`src/rtl/mm_sequencer.sv`:
```
`timescale 1ns/1ps
`default_nettype none
// ============================================================================
// Module      : mm_sequencer
// Description : Command-driven sequencer for one matrix-multiply pass on a
//               systolic array. On an accepted command it reads SYS_ROWS
//               weight rows from the buffer (highest row first). It then reads
//               N activation rows (lowest row first) and forwards each row to
//               the array one cycle after the read. It then issues the MATMUL
//               instruction and a start pulse, and waits for the array to
//               report completion before pulsing done.
//
// Ports       : clk, rst        clock, synchronous active-high reset
//               cmd_valid       command offered (accepted only while idle)
//               cmd_ready       high iff the sequencer is idle
//               cmd_w_base      weight-row base address
//               cmd_a_base      activation-row base address
//               cmd_a_rows      activation row count N (1..A_ROWS_MAX legal)
//               mem_rd_en       buffer read strobe
//               mem_addr        buffer read address (0 when not reading)
//               mem_rdata       buffer read data, one cycle after mem_rd_en
//               w_valid, wdata  weight row to array (data zeroed when invalid)
//               if_valid,if_data activation row to array (zeroed when invalid)
//               instr_valid,instr MATMUL instruction to array
//               start           one-cycle start pulse to array
//               acc_ready       array completion level
//               busy, done, err not idle / completion pulse / bad-command pulse
//
// Revision    : 1.0 - initial release
// ============================================================================
module mm_sequencer #(
    parameter int                    SYS_ROWS     = 4,
    parameter int                    SYS_COLS     = 4,
    parameter int                    W_BITWIDTH   = 8,
    parameter int                    ADDR_W       = 10,
    parameter int                    A_ROWS_MAX   = 16,
    parameter int                    INSTR_SIZE   = 2,
    parameter logic [INSTR_SIZE-1:0] INSTR_MATMUL = 2'b11,
    parameter int                    MIN_WAIT     = 2
) (
    input  logic                                 clk,
    input  logic                                 rst,

    input  logic                                 cmd_valid,
    output logic                                 cmd_ready,
    input  logic [ADDR_W-1:0]                    cmd_w_base,
    input  logic [ADDR_W-1:0]                    cmd_a_base,
    input  logic [$clog2(A_ROWS_MAX+1)-1:0]      cmd_a_rows,

    output logic                                 mem_rd_en,
    output logic [ADDR_W-1:0]                    mem_addr,
    input  logic [SYS_COLS*W_BITWIDTH-1:0]       mem_rdata,

    output logic [SYS_COLS-1:0]                  w_valid,
    output logic [SYS_COLS*W_BITWIDTH-1:0]       wdata,
    output logic [SYS_COLS-1:0]                  if_valid,
    output logic [SYS_COLS*W_BITWIDTH-1:0]       if_data,

    output logic                                 instr_valid,
    output logic [INSTR_SIZE-1:0]                instr,
    output logic                                 start,
    input  logic                                 acc_ready,

    output logic                                 busy,
    output logic                                 done,
    output logic                                 err
);

    // ------------------------------------------------------------------------
    // Constants
    // ------------------------------------------------------------------------
    localparam int c_N_W    = $clog2(A_ROWS_MAX + 1);
    localparam int c_S_W    = $clog2(SYS_ROWS + 1);
    // One row counter serves both load phases, so it must hold either count.
    localparam int c_CNT_W  = (c_N_W > c_S_W) ? c_N_W : c_S_W;
    // +2 keeps the width non-zero when MIN_WAIT is 0.
    localparam int c_WAIT_W = $clog2(MIN_WAIT + 2);

    localparam logic [3:0] c_ST_IDLE   = 4'd0;
    localparam logic [3:0] c_ST_LOAD_W = 4'd1;
    localparam logic [3:0] c_ST_GAP_W  = 4'd2;
    localparam logic [3:0] c_ST_LOAD_A = 4'd3;
    localparam logic [3:0] c_ST_GAP_A  = 4'd4;
    localparam logic [3:0] c_ST_DRAIN  = 4'd5;
    localparam logic [3:0] c_ST_INSTR  = 4'd6;
    localparam logic [3:0] c_ST_START  = 4'd7;
    localparam logic [3:0] c_ST_WAIT   = 4'd8;
    localparam logic [3:0] c_ST_DONE   = 4'd9;
    localparam logic [3:0] c_ST_ERR    = 4'd10;

    // ------------------------------------------------------------------------
    // State and datapath registers
    // ------------------------------------------------------------------------
    logic [3:0]          r_state;
    logic [3:0]          w_state_nxt;
    logic [c_CNT_W-1:0]  r_cnt;
    logic [c_CNT_W-1:0]  w_cnt_nxt;
    logic [c_WAIT_W-1:0] r_wait_cnt;
    logic [c_WAIT_W-1:0] w_wait_cnt_nxt;
    logic [ADDR_W-1:0]   r_w_base;
    logic [ADDR_W-1:0]   w_w_base_nxt;
    logic [ADDR_W-1:0]   r_a_base;
    logic [ADDR_W-1:0]   w_a_base_nxt;
    logic [c_N_W-1:0]    r_a_rows;
    logic [c_N_W-1:0]    w_a_rows_nxt;
    logic                r_w_valid;
    logic                r_if_valid;

    // ------------------------------------------------------------------------
    // Decode helpers
    // ------------------------------------------------------------------------
    logic              w_accept;
    logic              w_rows_bad;
    logic              w_last_w;
    logic              w_last_a;
    logic              w_wait_exit;
    logic              w_in_load_w;
    logic              w_in_load_a;
    logic [ADDR_W-1:0] w_addr_w;
    logic [ADDR_W-1:0] w_addr_a;

    assign w_accept    = cmd_valid && (r_state == c_ST_IDLE);
    assign w_rows_bad  = (cmd_a_rows == '0) ||
                         (cmd_a_rows > c_N_W'(A_ROWS_MAX));
    assign w_in_load_w = (r_state == c_ST_LOAD_W);
    assign w_in_load_a = (r_state == c_ST_LOAD_A);
    assign w_last_w    = (r_cnt == c_CNT_W'(SYS_ROWS - 1));
    assign w_last_a    = (r_cnt == (c_CNT_W'(r_a_rows) - c_CNT_W'(1)));
    // acc_ready only counts once the minimum settle time has elapsed.
    assign w_wait_exit = (r_wait_cnt >= c_WAIT_W'(MIN_WAIT)) && acc_ready;

    // Weights are fetched top row first; address arithmetic wraps naturally.
    assign w_addr_w = r_w_base + ADDR_W'(SYS_ROWS - 1) - ADDR_W'(r_cnt);
    assign w_addr_a = r_a_base + ADDR_W'(r_cnt);

    // ------------------------------------------------------------------------
    // Next-state logic
    // ------------------------------------------------------------------------
    always_comb begin
        w_state_nxt    = r_state;
        w_cnt_nxt      = r_cnt;
        w_wait_cnt_nxt = r_wait_cnt;
        w_w_base_nxt   = r_w_base;
        w_a_base_nxt   = r_a_base;
        w_a_rows_nxt   = r_a_rows;

        case (r_state)
            c_ST_IDLE: begin
                if (w_accept) begin
                    // Fields are captured once; later changes are ignored.
                    w_w_base_nxt = cmd_w_base;
                    w_a_base_nxt = cmd_a_base;
                    w_a_rows_nxt = cmd_a_rows;
                    w_cnt_nxt    = '0;
                    w_state_nxt  = w_rows_bad ? c_ST_ERR : c_ST_LOAD_W;
                end
            end
            c_ST_LOAD_W: begin
                if (w_last_w) begin
                    w_state_nxt = c_ST_GAP_W;
                end else begin
                    w_cnt_nxt = r_cnt + c_CNT_W'(1);
                end
            end
            c_ST_GAP_W: begin
                w_cnt_nxt   = '0;
                w_state_nxt = c_ST_LOAD_A;
            end
            c_ST_LOAD_A: begin
                if (w_last_a) begin
                    w_state_nxt = c_ST_GAP_A;
                end else begin
                    w_cnt_nxt = r_cnt + c_CNT_W'(1);
                end
            end
            c_ST_GAP_A: w_state_nxt = c_ST_DRAIN;
            c_ST_DRAIN: w_state_nxt = c_ST_INSTR;
            c_ST_INSTR: w_state_nxt = c_ST_START;
            c_ST_START: begin
                w_wait_cnt_nxt = '0;
                w_state_nxt    = c_ST_WAIT;
            end
            c_ST_WAIT: begin
                if (w_wait_exit) begin
                    w_state_nxt = c_ST_DONE;
                end else if (r_wait_cnt < c_WAIT_W'(MIN_WAIT)) begin
                    // Saturate: only the ">= MIN_WAIT" fact matters afterwards.
                    w_wait_cnt_nxt = r_wait_cnt + c_WAIT_W'(1);
                end
            end
            c_ST_DONE: w_state_nxt = c_ST_IDLE;
            c_ST_ERR:  w_state_nxt = c_ST_IDLE;
            default:   w_state_nxt = c_ST_IDLE;
        endcase
    end

    // ------------------------------------------------------------------------
    // Registers
    // ------------------------------------------------------------------------
    always_ff @(posedge clk) begin
        if (rst) begin
            r_state    <= c_ST_IDLE;
            r_cnt      <= '0;
            r_wait_cnt <= '0;
            r_w_base   <= '0;
            r_a_base   <= '0;
            r_a_rows   <= '0;
            r_w_valid  <= 1'b0;
            r_if_valid <= 1'b0;
        end else begin
            r_state    <= w_state_nxt;
            r_cnt      <= w_cnt_nxt;
            r_wait_cnt <= w_wait_cnt_nxt;
            r_w_base   <= w_w_base_nxt;
            r_a_base   <= w_a_base_nxt;
            r_a_rows   <= w_a_rows_nxt;
            // Read data returns one cycle after the strobe, so the valid
            // flags are the strobe delayed by one cycle, split by phase.
            r_w_valid  <= w_in_load_w;
            r_if_valid <= w_in_load_a;
        end
    end

    // ------------------------------------------------------------------------
    // Outputs
    // ------------------------------------------------------------------------
    assign cmd_ready   = (r_state == c_ST_IDLE);
    assign busy        = (r_state != c_ST_IDLE);
    assign done        = (r_state == c_ST_DONE);
    assign err         = (r_state == c_ST_ERR);
    assign start       = (r_state == c_ST_START);
    assign instr_valid = (r_state == c_ST_INSTR);
    assign instr       = instr_valid ? INSTR_MATMUL : '0;

    assign mem_rd_en   = w_in_load_w || w_in_load_a;
    assign mem_addr    = w_in_load_w ? w_addr_w :
                         w_in_load_a ? w_addr_a : '0;

    assign w_valid     = {SYS_COLS{r_w_valid}};
    assign if_valid    = {SYS_COLS{r_if_valid}};
    assign wdata       = r_w_valid  ? mem_rdata : '0;
    assign if_data     = r_if_valid ? mem_rdata : '0;

endmodule
`default_nettype wire

```
`config.mk`:
```
export PLATFORM = sky130hd
export DESIGN_NAME = mm_sequencer
export DESIGN_NICKNAME = d
export VERILOG_FILES = /design/src/rtl/mm_sequencer.sv
export SDC_FILE = /design/constraint.sdc
export NUM_CORES = 1
export LEC_CHECK = 0
export ABC_AREA = 1
export CORE_UTILIZATION = 42
export DETAILED_ROUTE_END_ITERATION = 10
export PLACE_DENSITY_LB_ADDON = 0.15
export SETUP_SLACK_MARGIN = 0.2
export SYNTH_ARGS = -nofsm -noshare
export SYNTH_HDL_FRONTEND = slang
export SYNTH_SLANG_ARGS = --single-unit
```
`constraint.sdc`:
```
create_clock -name clk -period 3.3 [get_ports clk]
set_input_delay 0.66 -clock clk [delete_from_list [all_inputs] [get_ports clk]]
set_output_delay 0.66 -clock clk [all_outputs]
set_load 0.1 [all_outputs]
```
## Word level (Yosys, flattened, before mapping)

Index checks and enable logic that the tools add are counted.

- Flip-flop bits (word level): 38
- Input bits: 61
- Logic and storage cells: 68

- Add/subtract/negate cells: 6
- Magnitude comparators: 3
- Equality and inequality tests: 20
- Muxes and demuxes: 18
- Reduce and logical (&&, ||, !) cells: 13

Operator list:

| operator | number |
|---|---|
| 32-bit 2-to-1 mux | 2 |
| 4-bit case mux with 9 select lines | 1 |
| 10-bit 2-to-1 mux | 2 |
| 4-bit 2-to-1 mux | 5 |
| 5-bit case mux with 4 select lines | 1 |
| 4-bit by 3-bit equality test with 1-bit output, second input constant | 4 |
| 5-bit 2-to-1 mux | 3 |
| 2-bit != test, second input constant | 7 |
| 4-bit equality test, second input constant | 3 |
| 10-bit by 2-bit adder with 10-bit output, second input constant | 1 |
| 10-bit by 5-bit adder with 10-bit output | 1 |
| 10-bit by 5-bit subtractor with 10-bit output | 1 |
| 4-bit by 2-bit equality test with 1-bit output, second input constant | 2 |
| 4-bit AND reduction | 2 |
| 4-bit nonzero test | 2 |
| 2-bit 2-to-1 mux | 3 |
| 5-bit by 1-bit adder with 5-bit output, second input constant | 1 |
| 5-bit by 2-bit equality test with 1-bit output, second input constant | 1 |
| 5-bit equality test | 1 |
| 5-bit > comparator, second input constant | 1 |
| 5-bit logical NOT | 1 |
| 5-bit by 1-bit subtractor with 5-bit output, second input constant | 1 |
| 4-bit by 1-bit equality test with 1-bit output, second input constant | 1 |
| 4-bit logical NOT | 1 |
| other kinds (10) | 12 |

## Longest topological paths before layout

Gate-level depths: netlist of the first run.

- Word-level depth: 5
- Mapped depth: 14
- Mapped depth without buffers: 14

## Least setup slack after synthesis of the first run

OpenSTA, ideal clock, no wires.

- Path type: reg2out
- Start: register r_cnt[1]
- End: output mem_addr[7]
- Arrival: 3.752 ns
- Setup slack: -1.112 ns
- Cell stages (with the launch flop): 10
- Buffers on the path: 0
- Cells stage by stage: dfxtp_1 > inv_2 > ha_1 > ha_1 > fa_1 > nand4_1 > nand3_1 > nand2_1 > nand2_1 > o21ai_0

- Word-level cells in the longest chain between the ends: 3

RTL lines:

| what | RTL line | source |
|---|---|---|
| from (decl) | 96 | `logic [c_CNT_W-1:0] r_cnt;` |
| from (signal assigned) | 212 | `r_cnt <= w_cnt_nxt;` |
| 10-bit by 5-bit adder with 10-bit output | 134 | `assign w_addr_a = r_a_base + ADDR_W'(r_cnt);` |
| 10-bit 2-to-1 mux | 237 | `w_in_load_a ? w_addr_a : '0;` |
| 10-bit 2-to-1 mux (*) | 236 | `assign mem_addr = w_in_load_w ? w_addr_w :` |
| to (decl) | 51 | `output logic [ADDR_W-1:0] mem_addr,` |

Mark *: on every way between the ends. The rest lies on a longest branch, timed or not.

## Final worst setup path of the first run

- Start: register r_cnt[1]
- End: output mem_addr[5]

Same word-level chain as after synthesis.

==> results of run 1 <==
==> metrics by stage <==
| step | power (mW) | setup TNS (ns) |
|---|---|---|
| after floorplan | 3.30 | -0.356 |
| after global placement | 4.02 | 0 |
| after detailed placement | 4.08 | 0 |
| after CTS | 4.46 | 0 |
| after global routing | 4.94 | 0 |
| final | 4.61 | 0 |
==> sequential cells by signal (all words and copies together) (netlist names) <==
register and cells:
r_wait_cnt 2, r_a_rows 5, r_w_base 10, r_cnt 5, r_state 4, r_a_base 10, r_if_valid 1, r_w_valid 1
==> metal layers <==
| layer | share of wire, % | track usage (%) | vias to the layer above |
|---|---|---|---|
| met5 | 0 | 0 | - |
| met4 | 2.6 | 9.01 | 0 |
| met3 | 6.8 | 3.98 | 17 |
| met2 | 47 | 41.7 | 141 |
| met1 | 43 | 29.8 | 1741 |
| li1 | - | - | 1982 |
==> power by group through the flow <==
stage               Sequential, mW  Combinational [mW]  Clock (mW)
floorplan                    0.711                2.59           0
global placement             0.718                3.30           0
detailed placement           0.724                3.36           0
CTS                          0.717                3.38       0.369
global route                 0.744                3.81       0.390
finish                       0.727                3.52       0.362
==> cells by family after synthesis <==
group	Yosys count	synth area share (%)
buffers and inverters	153	19.2
adder cells (fa/ha/maj)	23	9.26
AO/OA/AOI/OAI	83	13.2
AND/OR/NAND/NOR	256	34.0
XOR/XNOR	4	1.07
flip-flops	38	23.3
==> timing repair <==
item | in CTS | in global routing
setup buffers | 0 | 5
pin swaps | 0 | 6
hold buffers | 0 | 0
resized for setup | 5 | 19
gates cloned | 0 | 0
endpoints found under the setup margin | 3 | 5
==> final timing paths <==
kind / from / endpoint / slack (ns) / cells past startpoint
setup / recovery: r_cnt[1]$_SDFFE_PP0P_ / mem_addr[5] / 0.30 / 12
hold / removal: r_wait_cnt[0]$_SDFFE_PP0P_ / r_wait_cnt[0]$_SDFFE_PP0P_ / 0.46 / 1
setup reg to reg: r_state[3]$_SDFFE_PP0P_ / r_a_base[7]$_SDFFE_PP0P_ / 1.44 / 6
hold reg to reg: r_wait_cnt[0]$_SDFFE_PP0P_ / r_wait_cnt[0]$_SDFFE_PP0P_ / 0.46 / 1
==> cell usage after synthesis (all sizes together) <==
cell / n / area share (%)
buf: 16 / 3.3
dfxtp: 38 / 23
xnor2: 1 / 0.27
o211ai: 1 / 0.23
a21o: 1 / 0.23
inv: 126 / 14
nor3: 1 / 0.15
a21oi: 42 / 6.5
ha: 21 / 8.0
o31ai: 1 / 0.23
o21ai: 36 / 5.5
nor2: 36 / 5.7
o22ai: 1 / 0.19
nand2: 172 / 20
nand4: 6 / 1.1
xor2: 3 / 0.80
fa: 2 / 1.2
clkbuf: 10 / 1.1
nand3: 41 / 6.7
a22o: 1 / 0.27
clkinv: 1 / 0.27
==> layout make-up <==
type | count | area, sq um | area share, %
multi-input combinational | 366 | 1970 | 40.2
timing repair buffer | 161 | 1460 | 29.7
sequential | 38 | 769 | 15.7
inverter | 127 | 487 | 9.91
tap | 99 | 124 | 2.52
clock buffer | 6 | 82.6 | 1.68
clock inverter | 2 | 16.3 | 0.331
==> worst max-delay path: stages, from the launching register on <==
cell and delay (ns):
dfxtp_4 0.39, inv_6 0.05, ha_4 0.21, ha_4 0.16, fa_2 0.41, nand2_2 0.07, inv_2 0.04, o21ai_2 0.12
nand2_1 0.08, a21oi_1 0.13, o21ai_1 0.08, o21ai_2 0.09, buf_12 0.19
==> results.md, run 1 <==
- The flow ran to the end, and the final reports show no timing, DRC or antenna violations.
- Setup violations remaining at the end of the flow were counted as 0.
- The initial standard-cell utilization of the core is ~44%.
- In the routed layout, each cell is associated on average with a via count of between 4 and 5.
- VDD sags by at most roughly 0.73 mV.
- The maximum root-to-sink buffer count is 2.
- OpenSTA, run right after detailed placement, puts the worst setup slack at ~0.33 ns.
- The number of nets with antenna violations after detailed routing is 0.
- The number of top-level pins is 152.
- Combinational logic is responsible for roughly 76% of the overall power.
- The max-cap check violation count is 0.
- The sequential share of the synthesized area is between 20% and 30%.
- The via count of the first global-routing pass came to 3471.
- In the layout the commonest cells are nand2_1, inv_1, buf_4.
- The net switching share of the total power is between 60% and 70%.
- After legalization and detailed placement, the total HPWL measured between 7 and 8 mm.
- Setup repair after global routing left no endpoint under its margin.
- By startpoint and endpoint, the worst setup path is classified as flip-flop to output pin.
- After floorplanning, the core was sized to cover around 7400 sq um.
- The maximum fanout along the worst path is 5.
- The total inserted antenna cells is 0.
- The number of violations reported at the end of detailed-routing iteration 0 is between 150 and 200.
- The row count is 31.
- The chip height is around 90 um.
- After layout, the worst setup slack is between 0.3 and 0.4 ns.
- The count of cells in the finished layout, fillers not included, comes to roughly 800.
- The final number of max-transition violations came to 0.
- The layout has a little under 700 filler cells.
- The netlist uses 30 different library cells.
- The achievable frequency is between 300 and 400 MHz.
- In the final layout, the share of cells above drive strength 1 is ~23%.
- The area added between synthesis and finish is 50.2%.
- Detailed routing inserted a total of about 3900 vias.
- The worst setup path is captured at an output pin.
- The total number of clock tree sinks is 38.
- Dividing total power by cell area gives a power density of approximately 940 nW/um^2.
- In this run the worst hold path is classified as flip-flop to flip-flop.
- The number of flip-flops and latches in the synthesized netlist is 38.
- TritonCTS built the clock tree.
- Data arrives at the worst endpoint at 2.34 ns.
- The worst pin sits at a relative slew slack of between 50% and 60%.
- The final core area utilization is between 60% and 70%.
- The clock edge transition at the registers on the reported setup and hold paths is around 0.09 ns.
- The hold slack is ~0.46 ns.
- Of the available clock period, the critical path in the final layout requires around nine tenths.
- The die is around 90 um wide.
- The total global routing overflow is 0.
- For this run, the detailed router's first-pass iteration total came to 5.
- Buffers inserted during clock tree synthesis total 5.
- The number of instances in the placed design is a little under 800.
- The category of the worst setup path launch point is a flip-flop.
- The H-tree generated during clock tree synthesis spans 2 levels.
- The clock network burns 7.9% of the power.
- The worst path in the final design needs a cycle of 3.00 ns, including I/O delays and setup.
- The global-route wire length before repair is roughly 16 mm.
- The average cell area after synthesis is 5.87 sq um.
- The cell count after synthesis is roughly 560.
- For this run, design rule violations remaining after detail routing come to 0.
- The internal power of the cells totals around 1.8 mW.
- The transition at the pin with the smallest max-transition slack is slightly below 0.7 ns.
- The synthesized area is 3270 sq um.
- The number of hold-slack violations in the final timing report is 0.
- Leaving out fill and tap cells, the most frequent cell in the layout is nand2_1.
- Dividing the detail-routed wire length by the instance count gives 12.3 um.
- After detailed placement, the total cell area comes to ~4700 sq um.
- The maximum clock skew at final layout is 0.00770 ns.
- The total leakage power is ~2.8 nW.
- Global routing used between 20% and 30% of the available tracks across all layers.
- Routability-driven placement finished with a final weighted congestion of between 0.8 and 0.9.
- At the later pin of the worst-skew pair, clock insertion delay measures 0.30 ns.
- Entering global routing, the biggest net connects 42 pins.
- In this run, flip-flops and latches consume between 10% and 20% of the power.
- At the end of the flow, the number of nets in the layout was about 800.
- For this block, the routed nets add up to ~9.8 mm of wire.
- The data required time of the worst path is 2.64 ns.
- The initial antenna violation count came to 0.
- The net switching power of the design is roughly 2.8 mW.
- The count of buffers added on input and output ports is 151.
- With fillers left out, the area of the finished cells amounts to ~4900 sq um.
- The count of warnings emitted by yosys is 0.
- The die covers ~8000 sq um.
- In this run the clock root is driven by a clkbuf_8.
- When the netlist entered floorplanning its net count stood at about 640.
Power figures use the tool's default switching activity.
==> inputs of run 2 (changes only) <==
--- a/config.mk
+++ b/config.mk
@@ -9,7 +9,6 @@
 export CORE_UTILIZATION = 42
 export DETAILED_ROUTE_END_ITERATION = 10
 export PLACE_DENSITY_LB_ADDON = 0.15
-export SETUP_SLACK_MARGIN = 0.2
 export SYNTH_ARGS = -nofsm -noshare
 export SYNTH_HDL_FRONTEND = slang
 export SYNTH_SLANG_ARGS = --single-unit
==> results.md, run 2 (synthesized netlist as in run 1, its figures left out) <==
- The via count of the routed design is ~3800.
- Of the total power, the clock network draws about 8%.
- Across the VDD grid, the largest voltage drop is roughly 0.62 mV.
- During placement, the flow inserted port buffers numbering around 150.
- At the worst endpoint, the required time is ~2.6 ns.
- For this configuration, the core starts out at a cell density of between 40 and 50%.
- The buffer and inverter count on the worst path is 3.
- The first routing iteration left ~170 violations.
- The die covers 8140 sq um.
- The initial antenna violation count was 0.
- The area added between synthesis and finish is 46.5%.
- The cell sitting at the root of the clock tree is a clkbuf_8.
- The total CTS buffers is 5.
- The number of post-CTS setup repair buffers is 0.
- The cell class contributing the biggest share of worst-path delay is adder cells.
- The type of the worst setup path is flip-flop to output pin.
- The critical path goes through inv_2 > ha_1 > ha_1 > fa_2 > nand2_1 > inv_1 > o21ai_0 > nand2_1 > a21oi_1 > o21ai_1 > o21ai_2 > buf_12.
- The critical path's largest stage delay is between 0.3 and 0.4 ns.
- In the routed layout, each cell is associated on average with a via count of 4.80.
- The largest net degree at the start of global routing is 42.
- In this run the number of H-tree levels came out at 2.
- The initialized floorplan defines 31 standard-cell rows.
- The chip height is about 90 um.
- The part of the total power dissipated in sequential elements is between 10% and 20%.
- The internal portion of the total power is 1.74 mW.
- The final layout contains 778 nets.
- Leaving out fill and tap cells, the most frequent cells in the layout are nand2_1, inv_1, buf_4.
- Setup repair after global routing left no endpoint under its margin.
- The number of nets with antenna violations after detailed routing is 0.
- The worst register-to-register path has a setup slack of approximately 1.5 ns.
- The worst pin sits at a relative slew slack of between 50% and 60%.
- about 150 I/O pins were placed.
- The first detailed-routing pass ran for 4 iterations.
- Clock-pin slew was measured on the worst setup and hold paths at ~0.090 ns.
- Dividing total power by cell area gives a power density of around 930 nW/um^2.
- The flow ran to the end, and the final reports show no timing, DRC or antenna violations.
- The category of the worst setup path launch point is a flip-flop.
- The max-cap check violation count is 0.
- The total leakage power is between 2 and 3 nW.
- Of all nets on the critical path, the largest fanout is 5.
- The detailed-route DRC error count is 0.
- The leading cell type in the layout, fill and taps excluded is nand2_1.
- The global-route wire length before repair is ~17 mm.
- The number of hold buffers added after CTS is 0.
- The repair_antennas step left the layout with diodes totalling 0.
- After layout, the design draws a total of ~4.5 mW.
- The setup slack at placement is 0.319 ns.
- At the pin with the least slew margin, the transition time is between 0.6 and 0.7 ns.
- After routing the design area is ~4800 sq um.
- The hold slack is 0.465 ns.
- The min-delay analysis places its worst path in the category flip-flop to flip-flop.
- The layout has 685 filler cells.
- For this design, the sink count on the clock tree is 38.
- The final number of max-transition violations is 0.
- The fraction of final layout cells sized beyond drive strength 1 is about a fifth.
- The cell with the largest stage delay on the worst path is dfxtp_4.
- The floorplan step defined a core boundary enclosing 7370 sq um.
- The data arrival time at the worst-slack endpoint is approximately 2.5 ns.
- The via count of the first global-routing pass is about 3600.
- The number of endpoints failing setup at the final stage is 0.
- The post-layout minimum cycle time is around 3.1 ns.
- The total cell area at the placement stage is between 4000 and 5000 sq um.
- In the final layout, the registers with the most flip-flops are r_a_base x10, r_w_base x10.
- The horizontal die dimension is roughly 90 um.
- The number of hold-slack violations in the final timing report is 0.
- The net switching share of the total power is 61.0%.
- The total global routing overflow is 0.
- Based on the critical path, the design can be clocked at up to roughly 320 MHz.
- At the end of routability-driven placement, the weighted congestion stood at between 0.8 and 0.9.
- In this run the deepest clock path goes through 2 buffers.
- Global routing consumed, over all layers together, approximately 25% of the routing resources.
- TritonCTS built the clock tree.
- The final critical-path share of the clock period is a little over nine tenths.
- The maximum clock skew at final layout is 0.00931 ns.
- The worst-case setup margin in the final layout is ~0.16 ns.
- After detailed routing, the average wire length per cell comes to around 12 um.
- The later pin in the worst-skew pair is clocked with a latency of 0.30 ns.
- The portion of total power attributed to combinational logic is 75.7%.
- Measured on the finished design, the core utilization comes to about two thirds.
- The element type at the critical path end is an output pin.
- The detailed-placement wirelength estimate is between 7 and 8 mm.
- The net switching power of the design is 2.72 mW.
- The total wire length is slightly below 10 mm.
==> run 2: worst paths after layout <==
path | cells past startpoint | to | startpoint
max | 12 | mem_addr[5] | r_cnt[1]$_SDFFE_PP0P_
min | 2 | r_w_base[2]$_SDFFE_PP0P_ | r_w_base[2]$_SDFFE_PP0P_
max reg2reg | 6 | r_a_base[1]$_SDFFE_PP0P_ | r_state[3]$_SDFFE_PP0P_
min reg2reg | 2 | r_w_base[2]$_SDFFE_PP0P_ | r_w_base[2]$_SDFFE_PP0P_
==> run 2: tightest hold or removal path: stages (launching register included) <==
cell	delay (ns)
dfxtp_1	0.31
inv_1	0.06
a21oi_1	0.05
==> run 2: per-layer routing <==
layer	up-vias	share of wire (%)	global-route usage, %
li1	1969	-	-
met1	1689	44	30.1
met2	137	48	44.1
met3	15	6.4	3.89
met4	0	1.4	6.45
met5	-	0	0
==> run 2: stage by stage <==
| stage | TNS [ns] | cells |
|---|---|---|
| finish | 0 | 794 |
| global route | 0 | 794 |
| CTS | 0 | 794 |
| detailed placement | 0 | 786 |
| global placement | 0 | 786 |
| floorplan | -0.356 | 557 |
==> run 2: final cells by class <==
| type | instances | area [sq um] | area share [%] |
|---|---|---|---|
| Tap cell | 99 | 124 | 2.59 |
| Clock buffer | 6 | 82.6 | 1.72 |
| Clock inverter | 2 | 16.3 | 0.340 |
| Timing Repair Buffer | 156 | 1420 | 29.7 |
| Inverter | 127 | 482 | 10.1 |
| Multi-Input combinational cell | 366 | 1900 | 39.6 |
| Sequential cell | 38 | 766 | 16.0 |
==> run 2: power groups by stage <==
stage          Clock (mW)  Combinational (mW)  Sequential (mW)
3_3_place_gp            0                3.29            0.718
3_5_place_dp            0                3.36            0.726
2_1_floorplan           0                2.58            0.711
5_1_grt             0.376                3.67            0.743
4_1_cts             0.361                3.37            0.718
6_report            0.359                3.38            0.725
==> run 2: what timing repair did <==
| action | 4_1_cts | 5_1_grt |
|---|---|---|
| endpoints found under the setup margin | 1 | 3 |
| endpoints found under the hold margin | 0 | 0 |
| gates resized for setup | 1 | 4 |
